**config.mk**
```make
export PLATFORM = sky130hd
export DESIGN_NAME = mdu_iter
export DESIGN_NICKNAME = d
export VERILOG_FILES = /design/src/rtl/mdu_iter.sv
export SDC_FILE = /design/constraint.sdc
export NUM_CORES = 1
export LEC_CHECK = 0
export BUFFER_PORTS_ARGS = -buffer_cell sky130_fd_sc_hd__clkbuf_2
export CORE_AREA = 2 2 257 259
export DETAILED_ROUTE_END_ITERATION = 12
export DIE_AREA = 0 0 259 261
export GPL_ROUTABILITY_DRIVEN = 0
export GPL_TIMING_DRIVEN = 0
export HOLD_SLACK_MARGIN = 0.03
export REMOVE_ABC_BUFFERS = 1
export SYNTH_ARGS = -nofsm -noshare
export SYNTH_HDL_FRONTEND = slang
export SYNTH_SLANG_ARGS = --single-unit
```
**constraint.sdc**
```tcl
create_clock -name clk -period 3.75 [get_ports clk]
set_clock_uncertainty 0.2 [all_clocks]
set_input_delay 0.375 -clock clk [delete_from_list [all_inputs] [get_ports clk]]
set_output_delay 0.375 -clock clk [all_outputs]
set_load 0.02 [all_outputs]
```
**src/rtl/mdu_iter.sv**
```systemverilog
// ============================================================================
// mdu_iter : iterative RV32M multiply/divide, 32-step shift-add / restoring
// Revision : 1.0
// ============================================================================
`default_nettype none

module mdu_iter #(
  parameter int XLEN = 32
) (
  input  logic            clk,
  input  logic            rst_n,
  input  logic            start,
  input  logic            flush,
  input  logic [2:0]      op,
  input  logic [XLEN-1:0] a,
  input  logic [XLEN-1:0] b,
  output logic            busy,
  output logic            done,
  output logic [XLEN-1:0] result
);

  localparam logic [XLEN-1:0] C_MIN_NEG = {1'b1, {(XLEN-1){1'b0}}};
  localparam logic [5:0]      C_LAST    = 6'd31;

  typedef enum logic [1:0] {
    S_IDLE = 2'd0,
    S_CALC = 2'd1,
    S_DONE = 2'd2
  } state_t;

  state_t            state_q, state_d;
  logic [2:0]        op_q, op_d;
  logic [5:0]        cnt_q, cnt_d;
  logic [2*XLEN-1:0] acc_q, acc_d;
  logic [XLEN-1:0]   opnd_q, opnd_d;
  logic              neg_q, neg_d;
  logic              neg_rem_q, neg_rem_d;
  logic              spec_q, spec_d;
  logic [XLEN-1:0]   spec_val_q, spec_val_d;
  logic [XLEN-1:0]   result_q, result_d;
  logic              done_q, done_d;

  // Operand conditioning for the capture cycle
  logic            a_sgn, b_sgn, a_neg, b_neg, div0, ovf;
  logic [XLEN-1:0] abs_a, abs_b;

  always_comb begin
    a_sgn = (op == 3'd0) || (op == 3'd1) || (op == 3'd2) || (op == 3'd4) || (op == 3'd6);
    b_sgn = (op == 3'd0) || (op == 3'd1) || (op == 3'd4) || (op == 3'd6);
    a_neg = a_sgn && a[XLEN-1];
    b_neg = b_sgn && b[XLEN-1];
    abs_a = a_neg ? (~a + 1'b1) : a;
    abs_b = b_neg ? (~b + 1'b1) : b;
    div0  = op[2] && (b == '0);
    ovf   = ((op == 3'd4) || (op == 3'd6)) && (a == C_MIN_NEG) && (b == '1);
  end

  // One iteration of either algorithm plus the final sign fix
  logic [XLEN:0]     mul_sum, rem_sh, rem_sub;
  logic              rem_ge;
  logic [2*XLEN-1:0] prod;
  logic [XLEN-1:0]   quot, rem, res_final;

  always_comb begin
    mul_sum = {1'b0, acc_q[2*XLEN-1:XLEN]} + {1'b0, (acc_q[0] ? opnd_q : {XLEN{1'b0}})};
    rem_sh  = acc_q[2*XLEN-1:XLEN-1];
    rem_ge  = (rem_sh >= {1'b0, opnd_q});
    rem_sub = rem_sh - {1'b0, opnd_q};
    prod    = neg_q ? (~acc_q + 1'b1) : acc_q;
    quot    = neg_q ? (~acc_q[XLEN-1:0] + 1'b1) : acc_q[XLEN-1:0];
    rem     = neg_rem_q ? (~acc_q[2*XLEN-1:XLEN] + 1'b1) : acc_q[2*XLEN-1:XLEN];
    if (spec_q)
      res_final = spec_val_q;
    else if (!op_q[2])
      res_final = (op_q[1:0] == 2'd0) ? prod[XLEN-1:0] : prod[2*XLEN-1:XLEN];
    else
      res_final = op_q[1] ? rem : quot;
  end

  always_comb begin
    state_d    = state_q;
    op_d       = op_q;
    cnt_d      = cnt_q;
    acc_d      = acc_q;
    opnd_d     = opnd_q;
    neg_d      = neg_q;
    neg_rem_d  = neg_rem_q;
    spec_d     = spec_q;
    spec_val_d = spec_val_q;
    result_d   = result_q;
    done_d     = 1'b0;
    case (state_q)
      S_IDLE: begin
        if (start && !flush) begin
          op_d       = op;
          cnt_d      = '0;
          neg_d      = a_neg ^ b_neg;
          neg_rem_d  = a_neg;
          spec_d     = div0 || ovf;
          // div0: DIV/DIVU all ones, REM/REMU dividend; overflow: MIN_NEG / 0
          if (div0)
            spec_val_d = op[1] ? a : {XLEN{1'b1}};
          else
            spec_val_d = op[1] ? {XLEN{1'b0}} : C_MIN_NEG;
          // Low half holds the multiplier or the dividend bits still to shift in
          acc_d      = {{XLEN{1'b0}}, (op[2] ? abs_a : abs_b)};
          opnd_d     = op[2] ? abs_b : abs_a;
          state_d    = S_CALC;
        end
      end
      S_CALC: begin
        if (flush) begin
          state_d = S_IDLE;
        end else begin
          if (!op_q[2])
            acc_d = {mul_sum, acc_q[XLEN-1:1]};
          else if (rem_ge)
            acc_d = {rem_sub[XLEN-1:0], acc_q[XLEN-2:0], 1'b1};
          else
            acc_d = {rem_sh[XLEN-1:0], acc_q[XLEN-2:0], 1'b0};
          cnt_d = cnt_q + 6'd1;
          if (cnt_q == C_LAST)
            state_d = S_DONE;
        end
      end
      S_DONE: begin
        state_d = S_IDLE;
        if (!flush) begin
          result_d = res_final;
          done_d   = 1'b1;
        end
      end
      default: state_d = S_IDLE;
    endcase
  end

  always_ff @(posedge clk or negedge rst_n) begin
    if (!rst_n) begin
      state_q    <= S_IDLE;
      op_q       <= '0;
      cnt_q      <= '0;
      acc_q      <= '0;
      opnd_q     <= '0;
      neg_q      <= 1'b0;
      neg_rem_q  <= 1'b0;
      spec_q     <= 1'b0;
      spec_val_q <= '0;
      result_q   <= '0;
      done_q     <= 1'b0;
    end else begin
      state_q    <= state_d;
      op_q       <= op_d;
      cnt_q      <= cnt_d;
      acc_q      <= acc_d;
      opnd_q     <= opnd_d;
      neg_q      <= neg_d;
      neg_rem_q  <= neg_rem_d;
      spec_q     <= spec_d;
      spec_val_q <= spec_val_d;
      result_q   <= result_d;
      done_q     <= done_d;
    end
  end

  assign busy   = (state_q != S_IDLE);
  assign done   = done_q;
  assign result = result_q;

endmodule

`default_nettype wire

```
==> Word-level counts from Yosys, hierarchy flattened <==
Cells that the tools add are included.
{ "op_classes": {"magnitude_cmp": 1, "n_mux": 29, "eq_ne": 12, "bitwise_logic": 7, "reduce_logical": 25, "n_addsub": 8} }
{ "op_table": {"columns": ["operator", "count"], "rows": [
  ["2-to-1 mux 32 bit", 14],
  ["2-to-1 mux 64 bit", 5],
  ["adder 32 x 1 -> 32 bit (second input constant)", 4],
  ["NOT 32 bit", 4],
  ["case mux 64 bit (2 select lines)", 1],
  ["adder 64 x 1 -> 64 bit (second input constant)", 1],
  ["equality test 32 bit (second input constant)", 2],
  ["NOT 64 bit", 1],
  ["adder 32 x 32 -> 33 bit", 1],
  ["greater-or-equal comparator 33 x 32 -> 1 bit", 1],
  ["logical NOT 32 bit", 1],
  ["subtractor 32 bit", 1],
  ["2-to-1 mux 6 bit", 2],
  ["case mux 6 bit (2 select lines)", 1],
  ["logical OR 1 bit", 8],
  ["adder 6 x 1 -> 6 bit (second input constant)", 1],
  ["equality test 3 bit (second input constant)", 2],
  ["equality test 6 x 5 -> 1 bit (second input constant)", 1],
  ["logical AND 1 bit", 6],
  ["2-to-1 mux 2 bit", 3],
  ["AND reduction 2 bit", 3],
  ["logical NOT 2 bit", 2],
  ["inequality test 2 bit (second input constant)", 2],
  ["case mux 2 bit (2 select lines)", 1],
  ["other kinds (12)", 14]
]} }
{ "word_totals": {"elab_cells": 93, "output_inout_bits": 34, "ff_bits": 175, "in_bits": 71} }

==> Depth between registers and ports, before layout <==
Gate-level depths: netlist (run 1).
{ "logic_depth": {"word_depth": 10, "mapped_depth": 14, "ltp_nobuf": 13} }

==> Worst setup path before layout (run 1) <==
Ideal clock, no wire load.
{ "synth_path": {"kind": "reg-to-reg", "start": "register acc_q[0]", "end": "register result_q[28], in the netlist result[28]", "path_slack_ps": 115, "period_less_slack_ps": 3635, "arrival_time_ps": 3297, "path_buffers": 1, "setup_time_ps": 138, "stages_incl_launch_ff": 12, "required_ps": 3412, "path_cell_list": "dfrtp_1 -> inv_1 -> clkbuf_1 -> ha_1 -> or4b_1 -> or4_4 -> or3_4 -> or4_4 -> o21ai_2 -> xnor2_1 -> o211ai_2 -> o211ai_1"} }
{ "synth_between": {"elab_chain_len": 6, "elab_cells_between_ends": 10, "cone_classes": "add/sub: 2; mux: 6; bitwise: 2"} }
{ "synth_lines": {"columns": ["element", "line", "source"], "rows": [
  ["start: declaration", "34", "logic [2*XLEN-1:0] acc_q, acc_d;"],
  ["start signal: assignment", "142", "acc_q <= '0;"],
  ["start signal: assignment", "154", "acc_q <= acc_d;"],
  ["NOT 64 bit or NOT 32 bit (tied branches)", "69, 70", null],
  ["adder 64 x 1 -> 64 bit or adder 32 x 1 -> 32 bit (tied branches)", "69, 70", null],
  ["2-to-1 mux 64 bit or 2-to-1 mux 32 bit (tied branches)", "69, 70", null],
  ["2-to-1 mux 32 bit, on equally long branches", "75, 77", null],
  ["2-to-1 mux 32 bit *", "74", "else if (!op_q[2])"],
  ["2-to-1 mux 32 bit *", "72", "if (spec_q)"],
  ["end signal: assignment", "160", "result_q <= result_d;"],
  ["end: declaration", "40", "logic [XLEN-1:0] result_q, result_d;"]
]} }
Every way passes the cells marked *; elsewhere a longest branch is shown, timed or not.
A chain may end at the register's enable or synchronous reset.

==> Final worst setup path (run 1) <==
{ "layout_path": {"start": "register acc_q[0]", "end": "register result_q[27], in the netlist result[27]"} }
The elaborated chain is that of the path after synthesis.

==> flow_summary.json, run 1 <==
{
  "status": "complete, no violations",
  "synthAdderAreaFrac": 0.0570,
  "fin_cells": 3005,
  "cts_buffers": 17,
  "die_y_microns": 261,
  "diodes": 0,
  "r2r_start": "acc_q[0]",
  "muxShareOfSynthArea": 0.0348,
  "p_leak_nw": 7.71,
  "fin_crit_sh": 0.999,
  "yosys.area.top_type_share": 0.272,
  "maxSlewViolCount": 0,
  "reg2reg_slack_ps": 3,
  "synth-xor-area-share": 0.114,
  "cts-root-buf": "clkbuf_16",
  "fin_crit_ps": 3750,
  "vias": 16300,
  "worst-path-max-fanout": 12,
  "r2r_end": "result[27]",
  "end_kind": "flop",
  "area.sequential_sq_um": 4400,
  "insertion_delay_ps": 470,
  "grt_pass1_vias": 14700,
  "finalHoldViolCount": 0,
  "drc": 0,
  "htree_levels": 4,
  "synth_top_family_by_area": "compound AO/OA/AOI/OAI gates",
  "drive_gt1_frac": 0.123,
  "ys_ff_latch": 175,
  "avgSynthCellArea_sq_um": 7.62,
  "yosysSeqAreaShare": 0.272,
  "synth_common_cells": "nand2_1 (219), nor2_1 (206), o21ai_0 (194), a21oi_1 (191), dfrtp_1 (175)",
  "path_class": "reg2reg",
  "cts_tree": "built",
  "synth_compound_area_frac": 0.262,
  "maxCapViolations": 0,
  "syn_inst": 2110,
  "synth_top_flop_cell": "dfrtp_1",
  "irDropWorstVdd_mv": 0.444,
  "area_growth_syn_to_layout_pct": 15.6,
  "setup_viol": 0,
  "async_reset_ff_frac": 1.00,
  "relSlewSlack": 0.0974,
  "io_pins": 105,
  "drt-initial-drc-count": 1677,
  "firstDrtPassIters": 9,
  "drt_wl_total_microns": 60000,
  "max-clock-path-buffers": 2,
  "yosys.cell_count.top_type": "nand2_1",
  "row_count": 94,
  "port-buffer-count": 104,
  "die_w_microns": 259,
  "worst_ep_required_time_ps": 3900,
  "drtAntennaViolNets": 0,
  "dieArea_sq_um": 67600,
  "dp_hpwl_microns": 45200,
  "worstRegToRegCells": 10,
  "endpoint": "result[27]",
  "grt_setup_unrepaired": "yes",
  "fill_cells": 7035,
  "yosys-top-cells-area": "dfrtp_1 (27%), xnor2_1 (6.0%), o21ai_0 (6.0%), a21oi_1 (5.9%), ha_1 (5.4%)",
  "hp-start": "a[13]",
  "clk_pin_slew_ps": 80,
  "multi_input_area_sq_um": 11100,
  "overflow": 0,
  "dp.cells": 2951,
  "antenna_found_initial": 1,
  "critPathLaunchType": "flop",
  "core_area_sq_um": 65000,
  "initial_core_util": 0.247,
  "wl_per_cell_microns": 20.0,
  "grt_max_degree": 103,
  "cp.arrival_ps": 3900,
  "yosys.area.top_type": "dfrtp_1",
  "synth_edf_count": 0,
  "grt_pass1_wl_microns": 90100,
  "max_freq_mhz": 267,
  "nets": 2271,
  "routed_via_density": 5.43,
  "hold_slack_ps": 43.8,
  "yosys_warnings": 0,
  "cts.sinks": 175,
  "startpoint": "acc_q[0]",
  "synthSimpleGateAreaFrac": 0.208,
  "hp-class": "in2reg",
  "syn_area_sq_um": 16100,
  "synth_cell_types": 78,
  "pwr_density_cell_nw_per_um2": 679,
  "worst_pin_slew_ps": 1350,
  "gr-usage-all-layers": 0.172
}
-- logic make-up (layout without fill, tap and decap cells) --
| kind of cell | Yosys count | after routing |
|---|---|---|
| simple gates | 702 | 702 |
| xor+xnor | 209 | 209 |
| compound gates | 677 | 677 |
| fa+ha+maj | 72 | 72 |
| mux | 55 | 55 |
| flops | 175 | 175 |
| buf+inv | 220 | 251 |
-- worst min path at each step --
stage	endpoint	cells after the start
final	spec_val_q[13]	3
after global routing	spec_val_q[21]	3
after CTS	spec_val_q[13]	3
after detailed placement	acc_q[55]	1
after global placement	spec_val_q[10]	2
after floorplan	acc_q[0]	0
-- final cells by class --
cell class | count | share of cell area
clock inverters | 15 | 0.0115
repair buffers | 146 | 0.0572
multi-input cells | 1715 | 0.598
inverters | 72 | 0.0149
repair inverters | 1 | 0.000404
clock buffers | 17 | 0.0229
flip-flops and latches | 175 | 0.237
well taps | 864 | 0.0582
-- power by group --
group,internal (mW),switching (mW)
Combinational,2.96,4.37
Clock,1.13,0.883
Sequential,2.25,1.02
Total,6.34,6.27
-- metrics by stage --
stage | power [mW] | TNS (ps) | cell area, sq um | util | worst slack (ps)
final | 12.6 | 0 | 18600 | 0.286 | 3.15
after floorplan | 7.96 | -303300 | 15500 | - | -5060
after global placement | 9.99 | -1253540 | 17100 | 0.263 | -14110
after detailed placement | 10.1 | -23340 | 17500 | 0.269 | -872
after global routing | 13.4 | -120 | 18600 | 0.286 | -53.6
after CTS | 12.3 | 0 | 18300 | 0.282 | 1.12
-- layout by cell type, fill, tap and decap left out, drive strengths merged, types with 9 or more instances in the layout --
cell type | synthesis | routed
o31ai | 50 | 50
nor2 | 206 | 206
a22oi | 16 | 16
a211oi | 32 | 32
or3 | 21 | 21
nand3b | 20 | 20
a21o | 25 | 25
or4 | 22 | 22
clkinv | 3 | 10
nand2b | 17 | 17
dfrtp | 175 | 175
a21oi | 191 | 191
o221ai | 17 | 17
nor3 | 39 | 39
nand4 | 24 | 24
nor4 | 13 | 13
mux2i | 48 | 48
ha | 70 | 70
nand3 | 39 | 39
o211ai | 26 | 26
clkbuf | 139 | 121
o21ai | 202 | 202
a31oi | 21 | 21
nand2 | 219 | 219
and3 | 9 | 9
o41ai | 22 | 22
or2 | 9 | 9
buf | 9 | 38
inv | 69 | 70
xor2 | 98 | 98
nor2b | 39 | 39
xnor2 | 111 | 111
and2 | 10 | 10
-- routing by layer --
metal	part of all wire	up-vias	track usage
met2	0.44	678	0.262
met1	0.45	7908	0.238
met4	0.034	2	0.0588
li1	-	7634	-
met5	0.00022	-	0
met3	0.081	100	0.0389
-- registers in the layout, summed over array words and instances, names as in the netlist, 2 cells and up --
| signal | count |
|---|---|
| acc_q | 64 |
| cnt_q | 6 |
| op_q | 3 |
| opnd_q | 32 |
| result | 32 |
| spec_val_q | 32 |
| state_q | 2 |
-- worst max-delay path, stage by stage, from the launching register on --
cell and delay [ps]:
dfrtp_2 490, buf_4 170, or4_1 600, or3_4 390
or3_4 380, or2_4 340, or2_4 290, o41ai_4 280
xor2_1 220, o21ai_1 80, a21o_1 200
-- repair_timing --
item	4_1_cts	5_1_grt
resized for setup	20	42
setup endpoints to repair	74	28
endpoints found under the hold margin	76	0
buffers inserted	8	9
pin swaps	2	5
cloned	1	0
hold buffers	4	0
(Power assumes the default switching activity.)
==> run 2: changes to the inputs <==
--- a/config.mk
+++ b/config.mk
@@ -5,10 +5,10 @@
 export SDC_FILE = /design/constraint.sdc
 export NUM_CORES = 1
 export LEC_CHECK = 0
-export BUFFER_PORTS_ARGS = -buffer_cell sky130_fd_sc_hd__clkbuf_2
 export CORE_AREA = 2 2 257 259
 export DETAILED_ROUTE_END_ITERATION = 12
 export DIE_AREA = 0 0 259 261
+export DONT_BUFFER_PORTS = 1
 export GPL_ROUTABILITY_DRIVEN = 0
 export GPL_TIMING_DRIVEN = 0
 export HOLD_SLACK_MARGIN = 0.03
==> run 2 against run 1 <==
The flow now finishes with violations (hold timing). Largest power group unchanged. Via count fell by 1.4%. First-iteration DRC count grew 12%. Critical path depth shrank 1. Count of clock-buffer cells in the layout unchanged. Die area did not move. Global-route usage grew 0.78 points. Sequential share of layout area up 0.27 points. Maximum frequency is 0.46% higher.
==> flow_summary.json, run 2 (synthesis gave the netlist of run 1 again) <==
{
  "fin_cells": 2944,
  "p_seq_frac": 0.262,
  "finalHoldViolCount": 175,
  "drc": 0,
  "hold_slack_ps": -578,
  "maxSlewViolCount": 0,
  "cts_buffers": 17,
  "dp.cells": 2846,
  "power.internal_mw": 6.33,
  "cts_tree": "built",
  "dieArea_sq_um": 67600,
  "p_clk_frac": 0.162,
  "max-clock-path-buffers": 2,
  "largest_reg_flops": 64,
  "final_util": 0.282,
  "gr-usage-all-layers": 0.180,
  "pwr_density_cell_nw_per_um2": 682,
  "final_common_cell": "nand2_1",
  "pre_cts_ws_ps": -986,
  "worst_pin_slew_ps": 1390,
  "htree_levels": 4,
  "violations": "hold timing",
  "insertion_delay_ps": 460,
  "wl_per_cell_microns": 21.2,
  "final_cell_mix": "nand2_1 (217), nor2_1 (201), o21ai_0 (192), a21oi_1 (188), dfrtp_1 (157)",
  "drt_wl_total_microns": 62500,
  "vias": 16100,
  "hp-class": "in2async",
  "cts-root-buf": "clkbuf_16",
  "maxCapViolations": 0,
  "regMostFlops": "acc_q",
  "die_y_microns": 261,
  "area_growth_syn_to_layout_pct": 14.3,
  "die_w_microns": 259,
  "core_area_sq_um": 65000,
  "use_met2": 0.274,
  "clk_pin_slew_ps": 70,
  "worst_ep_required_time_ps": 3880,
  "combPwrFrac": 0.576,
  "fin_crit_ps": 3730,
  "critPathLaunchType": "flop",
  "overflow": 0,
  "irDropWorstVdd_mv": 0.319,
  "path_class": "reg2reg",
  "cp.arrival_ps": 3860,
  "firstDrtPassIters": 6,
  "routed_via_density": 5.47,
  "antenna_found_initial": 1,
  "p_sw_mw": 6.19,
  "grt_pass1_vias": 14700,
  "port-buffer-count": 0,
  "grtUsageMet1": 0.246,
  "setup_viol": 0,
  "p_total_mw": 12.5,
  "row_count": 94,
  "worst-path-max-fanout": 12,
  "met3_usage": 0.0476,
  "nets": 2209,
  "status": "finished, violations left",
  "drive_gt1_frac": 0.0755,
  "fin_crit_sh": 0.995,
  "drt-initial-drc-count": 1882,
  "drtAntennaViolNets": 0,
  "grt_max_degree": 176,
  "p_sw_frac": 0.494,
  "max_freq_mhz": 268,
  "end_kind": "flop",
  "busiest_layer": "met2",
  "io_pins": 105,
  "initial_core_util": 0.247,
  "cts.sinks": 175,
  "p_leak_nw": 7.41,
  "fill_cells": 7054,
  "layout_setup_ws_ps": 20.3,
  "setup_tns_ps": 0,
  "hold_buffers": 43,
  "relSlewSlack": 0.0706,
  "dp_hpwl_microns": 45000,
  "grt_pass1_wl_microns": 93800
}
==> run 2: cell types whose count changed in the layout (fill, tap and decap cells not counted), moves of 2 or more <==
cell / delta
buf_4: +8
clkbuf_2: -102
a211oi_1: +2
o41ai_1: +2
inv_6: +2
buf_16: -2
dlygate4sd3_1: +37
ha_1: +2
buf_6: -3
buf_12: +2
a211oi_2: -2
==> run 2: metal layers <==
| layer | vias up | part of all wire |
|---|---|---|
| met1 | 7750 | 0.43 |
| met5 | - | 0.00019 |
| met2 | 739 | 0.44 |
| met3 | 96 | 0.10 |
| li1 | 7504 | - |
| met4 | 2 | 0.032 |
==> run 2: stage by stage <==
step	cell area (sq um)	hold slack, ps
floorplan	15500	-121
global placement	16600	-92.3
detailed placement	16900	-91.2
CTS	18100	-573
global route	18400	-589
finish	18400	-578
==> run 2: layout make-up <==
cell class	count	area, sq um	share of cell area
sequential	175	4400	0.240
clock inverter	15	206	0.0112
timing repair inverter	1	7.51	0.000409
antenna	1	2.50	0.000136
clock buffer	17	425	0.0232
inverter	72	277	0.0151
multi-input combinational	1715	11100	0.602
tap	864	1080	0.0588
timing repair buffer	84	913	0.0497
==> run 2: power by group through the flow <==
stage / clock network [mW] / registers (mW) / logic, mW
floorplan: 0 / 2.87 / 5.10
global placement: 0 / 3.33 / 6.53
detailed placement: 0 / 3.27 / 6.67
CTS: 2.04 / 3.23 / 6.92
global route: 2.13 / 3.30 / 7.93
finish: 2.03 / 3.28 / 7.21
==> run 2: worst paths after layout <==
kind / from / end / slack (ps) / cells after the start
max reg2reg: acc_q[8] / result[31] / 20 / 9
min: rst_n / acc_q[55] / -580 / 0
max in group asynchronous: rst_n / acc_q[8] / 3510 / 0
min in group clk: a[2] / opnd_q[2] / 30 / 4
min reg2reg: spec_val_q[17] / spec_val_q[17] / 270 / 2
max: acc_q[8] / result[31] / 20 / 9
==> run 2: what timing repair did <==
item	in CTS	in global routing
endpoints found under the hold margin	248	175
gates cloned	1	0
setup buffers	7	14
setup endpoints to repair	77	31
pin swaps	2	3
gates resized for setup	22	32
==> run 2: worst max-delay path, stage by stage (launching register included) <==
cell and delay, ps:
dfrtp_2 480, or4_1 630, or3_1 490, or3_4 410, or2_4 330, o21a_1 250
a21oi_1 210, xnor2_1 90, a211oi_1 440, nor2_1 70
==> run 3: changes to the inputs <==
--- a/config.mk
+++ b/config.mk
@@ -9,10 +9,9 @@
 export DETAILED_ROUTE_END_ITERATION = 12
 export DIE_AREA = 0 0 259 261
 export DONT_BUFFER_PORTS = 1
-export GPL_ROUTABILITY_DRIVEN = 0
 export GPL_TIMING_DRIVEN = 0
 export HOLD_SLACK_MARGIN = 0.03
-export REMOVE_ABC_BUFFERS = 1
+export MAX_ROUTING_LAYER = met4
 export SYNTH_ARGS = -nofsm -noshare
 export SYNTH_HDL_FRONTEND = slang
 export SYNTH_SLANG_ARGS = --single-unit
==> run 3 against run 2 <==
The run ends with hold timing, setup timing left. Cell area grew 0.68%. Worst setup slack worse by 34 ps. Via count rose by 7.5%. Sequential power down 14%. Register-to-register slack lost 30 ps. Cell count increased by 3.8%. Non-clock buffer count grew 112. Critical path type unchanged. Largest cell class unchanged.
==> flow_summary.json, run 3 (synthesis gave the netlist of run 1 again) <==
{
  "status": "finished, violations left",
  "violations": "hold timing, setup timing",
  "hold_slack_ps": -594,
  "gp_congestion": 1.01,
  "fin_crit_ps": 3760,
  "core_area_sq_um": 65000,
  "grt_pass1_wl_microns": 102000,
  "dieArea_sq_um": 67600,
  "cp.arrival_ps": 3900,
  "critPathLaunchType": "flop",
  "regMostFlops": "acc_q",
  "maxSlewViolCount": 0,
  "max-clock-path-buffers": 2,
  "nets": 2320,
  "drt-initial-drc-count": 2177,
  "finalHoldViolCount": 175,
  "initial_core_util": 0.247,
  "area_growth_syn_to_layout_pct": 15.1,
  "clk_pin_slew_ps": 70,
  "insertion_delay_ps": 480,
  "startpoint": "acc_q[17]",
  "fin_cells": 3056,
  "worstRegToRegCells": 9,
  "cts_buffers": 17,
  "gr-usage-all-layers": 0.205,
  "reg2reg_slack_ps": -10,
  "largest_reg_flops": 64,
  "vias": 17300,
  "final_util": 0.284,
  "end_kind": "flop",
  "slowest_stage": "or4_4",
  "hold_buffers": 36,
  "row_count": 94,
  "path_class": "reg2reg",
  "drive_gt1_frac": 0.0589,
  "grt_pass1_vias": 15700,
  "htree_levels": 4,
  "hp-class": "in2async",
  "fin_crit_sh": 1.00,
  "cts-root-buf": "clkbuf_16",
  "r2r_start": "acc_q[17]",
  "dp.cells": 2974,
  "port-buffer-count": 0,
  "die_y_microns": 261,
  "max_freq_mhz": 266,
  "worst-path-max-fanout": 5,
  "antenna_found_initial": 3,
  "pwr_density_cell_nw_per_um2": 705,
  "cts.sinks": 175,
  "drc": 0,
  "worst_ep_required_time_ps": 3880,
  "cp_cell_sequence": "or3_4 > or4b_4 > or4_4 > or3_4 > or4_4 > o21ai_2 > xnor2_2 > o211ai_2 > o211ai_1",
  "setup_viol": 1,
  "relSlewSlack": 0.0836,
  "wl_per_cell_microns": 22.6,
  "grt_max_degree": 176,
  "final_common_cell": "nand2_1",
  "cts_tree": "built",
  "maxCapViolations": 0,
  "synth_nets": 2253,
  "layout_setup_ws_ps": -14.0,
  "routed_via_density": 5.66,
  "r2r_end": "result[28]",
  "irDropWorstVdd_mv": 0.416,
  "slowest_delay_ps": 590,
  "firstDrtPassIters": 5,
  "worst_pin_slew_ps": 1360,
  "overflow": 0,
  "dp_hpwl_microns": 53900,
  "die_w_microns": 259,
  "grt_setup_unrepaired": "yes",
  "drt_wl_total_microns": 69100,
  "final_cell_mix": "nand2_1 (218), nor2_1 (204), o21ai_0 (190), a21oi_1 (186), dfrtp_1 (166)",
  "drtAntennaViolNets": 0,
  "p_leak_nw": 7.43,
  "io_pins": 105
}
[run 3: cell count changes in the layout (fill, tap and decap cells not counted), sizes merged]
cell         delta
clkbuf        +134
buf            -16
dlygate4sd3     -5
clkinv          -2
clkinvlp        -2
inv             +2
diode           +1
[run 3: layout make-up]
class | instances | area (sq um)
multi-input combinational | 1715 | 11100
buffer | 144 | 567
tap | 864 | 1080
fill | 7090 | 46500
antenna | 2 | 5.00
clock inverter | 14 | 203
inverter | 72 | 273
clock buffer | 18 | 429
sequential | 175 | 4390
timing repair buffer | 52 | 480
[run 3: report_power, final]
group,internal (mW),switching (mW)
sequential,2.25,0.562
combinational,2.98,5.23
clock,1.13,0.883
[run 3: how the worst max path moves through the flow]
stage / endpoint / slack, ps / cells after the start
finish: result[28] / -10 / 9
global placement: result[10] / -1010 / 12
detailed placement: result[10] / -950 / 12
floorplan: result[28] / 120 / 11
CTS: result[28] / 2 / 11
global route: result[28] / -80 / 9
[run 3: repair_timing]
item,4_1_cts,5_1_grt
buffers inserted,3,13
resized for setup,27,44
endpoints found under the hold margin,207,175
pin swaps,0,6
endpoints found under the setup margin,52,53
[run 3: metal layers]
| layer | global-route usage | up-vias | part of all wire |
|---|---|---|---|
| met2 | 0.299 | 955 | 0.43 |
| li1 | - | 7743 | - |
| met5 | - | - | 0 |
| met1 | 0.280 | 8429 | 0.43 |
| met3 | 0.0406 | 171 | 0.099 |
| met4 | 0.0721 | 0 | 0.040 |
[run 3: worst max-delay path: cells and delay by family, from the launching register on]
kind | cells | cell delay [ps]
XOR/XNOR | 1 | 90
flip-flops | 1 | 460
AND/OR/NAND/NOR | 5 | 2460
AO/OA/AOI/OAI | 3 | 430
[run 3: per-stage QoR]
step                      TNS [ps]  setup slack (ps)  instance area [sq um]  total power [mW]
after floorplan                  0               115                  16100              8.11
after global placement      -24390             -1010                  17200              10.4
after detailed placement    -24050              -948                  17200              10.3
after CTS                        0              1.77                  18200              12.5
after global routing          -333             -83.7                  18500              13.8
final                        -14.0             -14.0                  18500              13.0
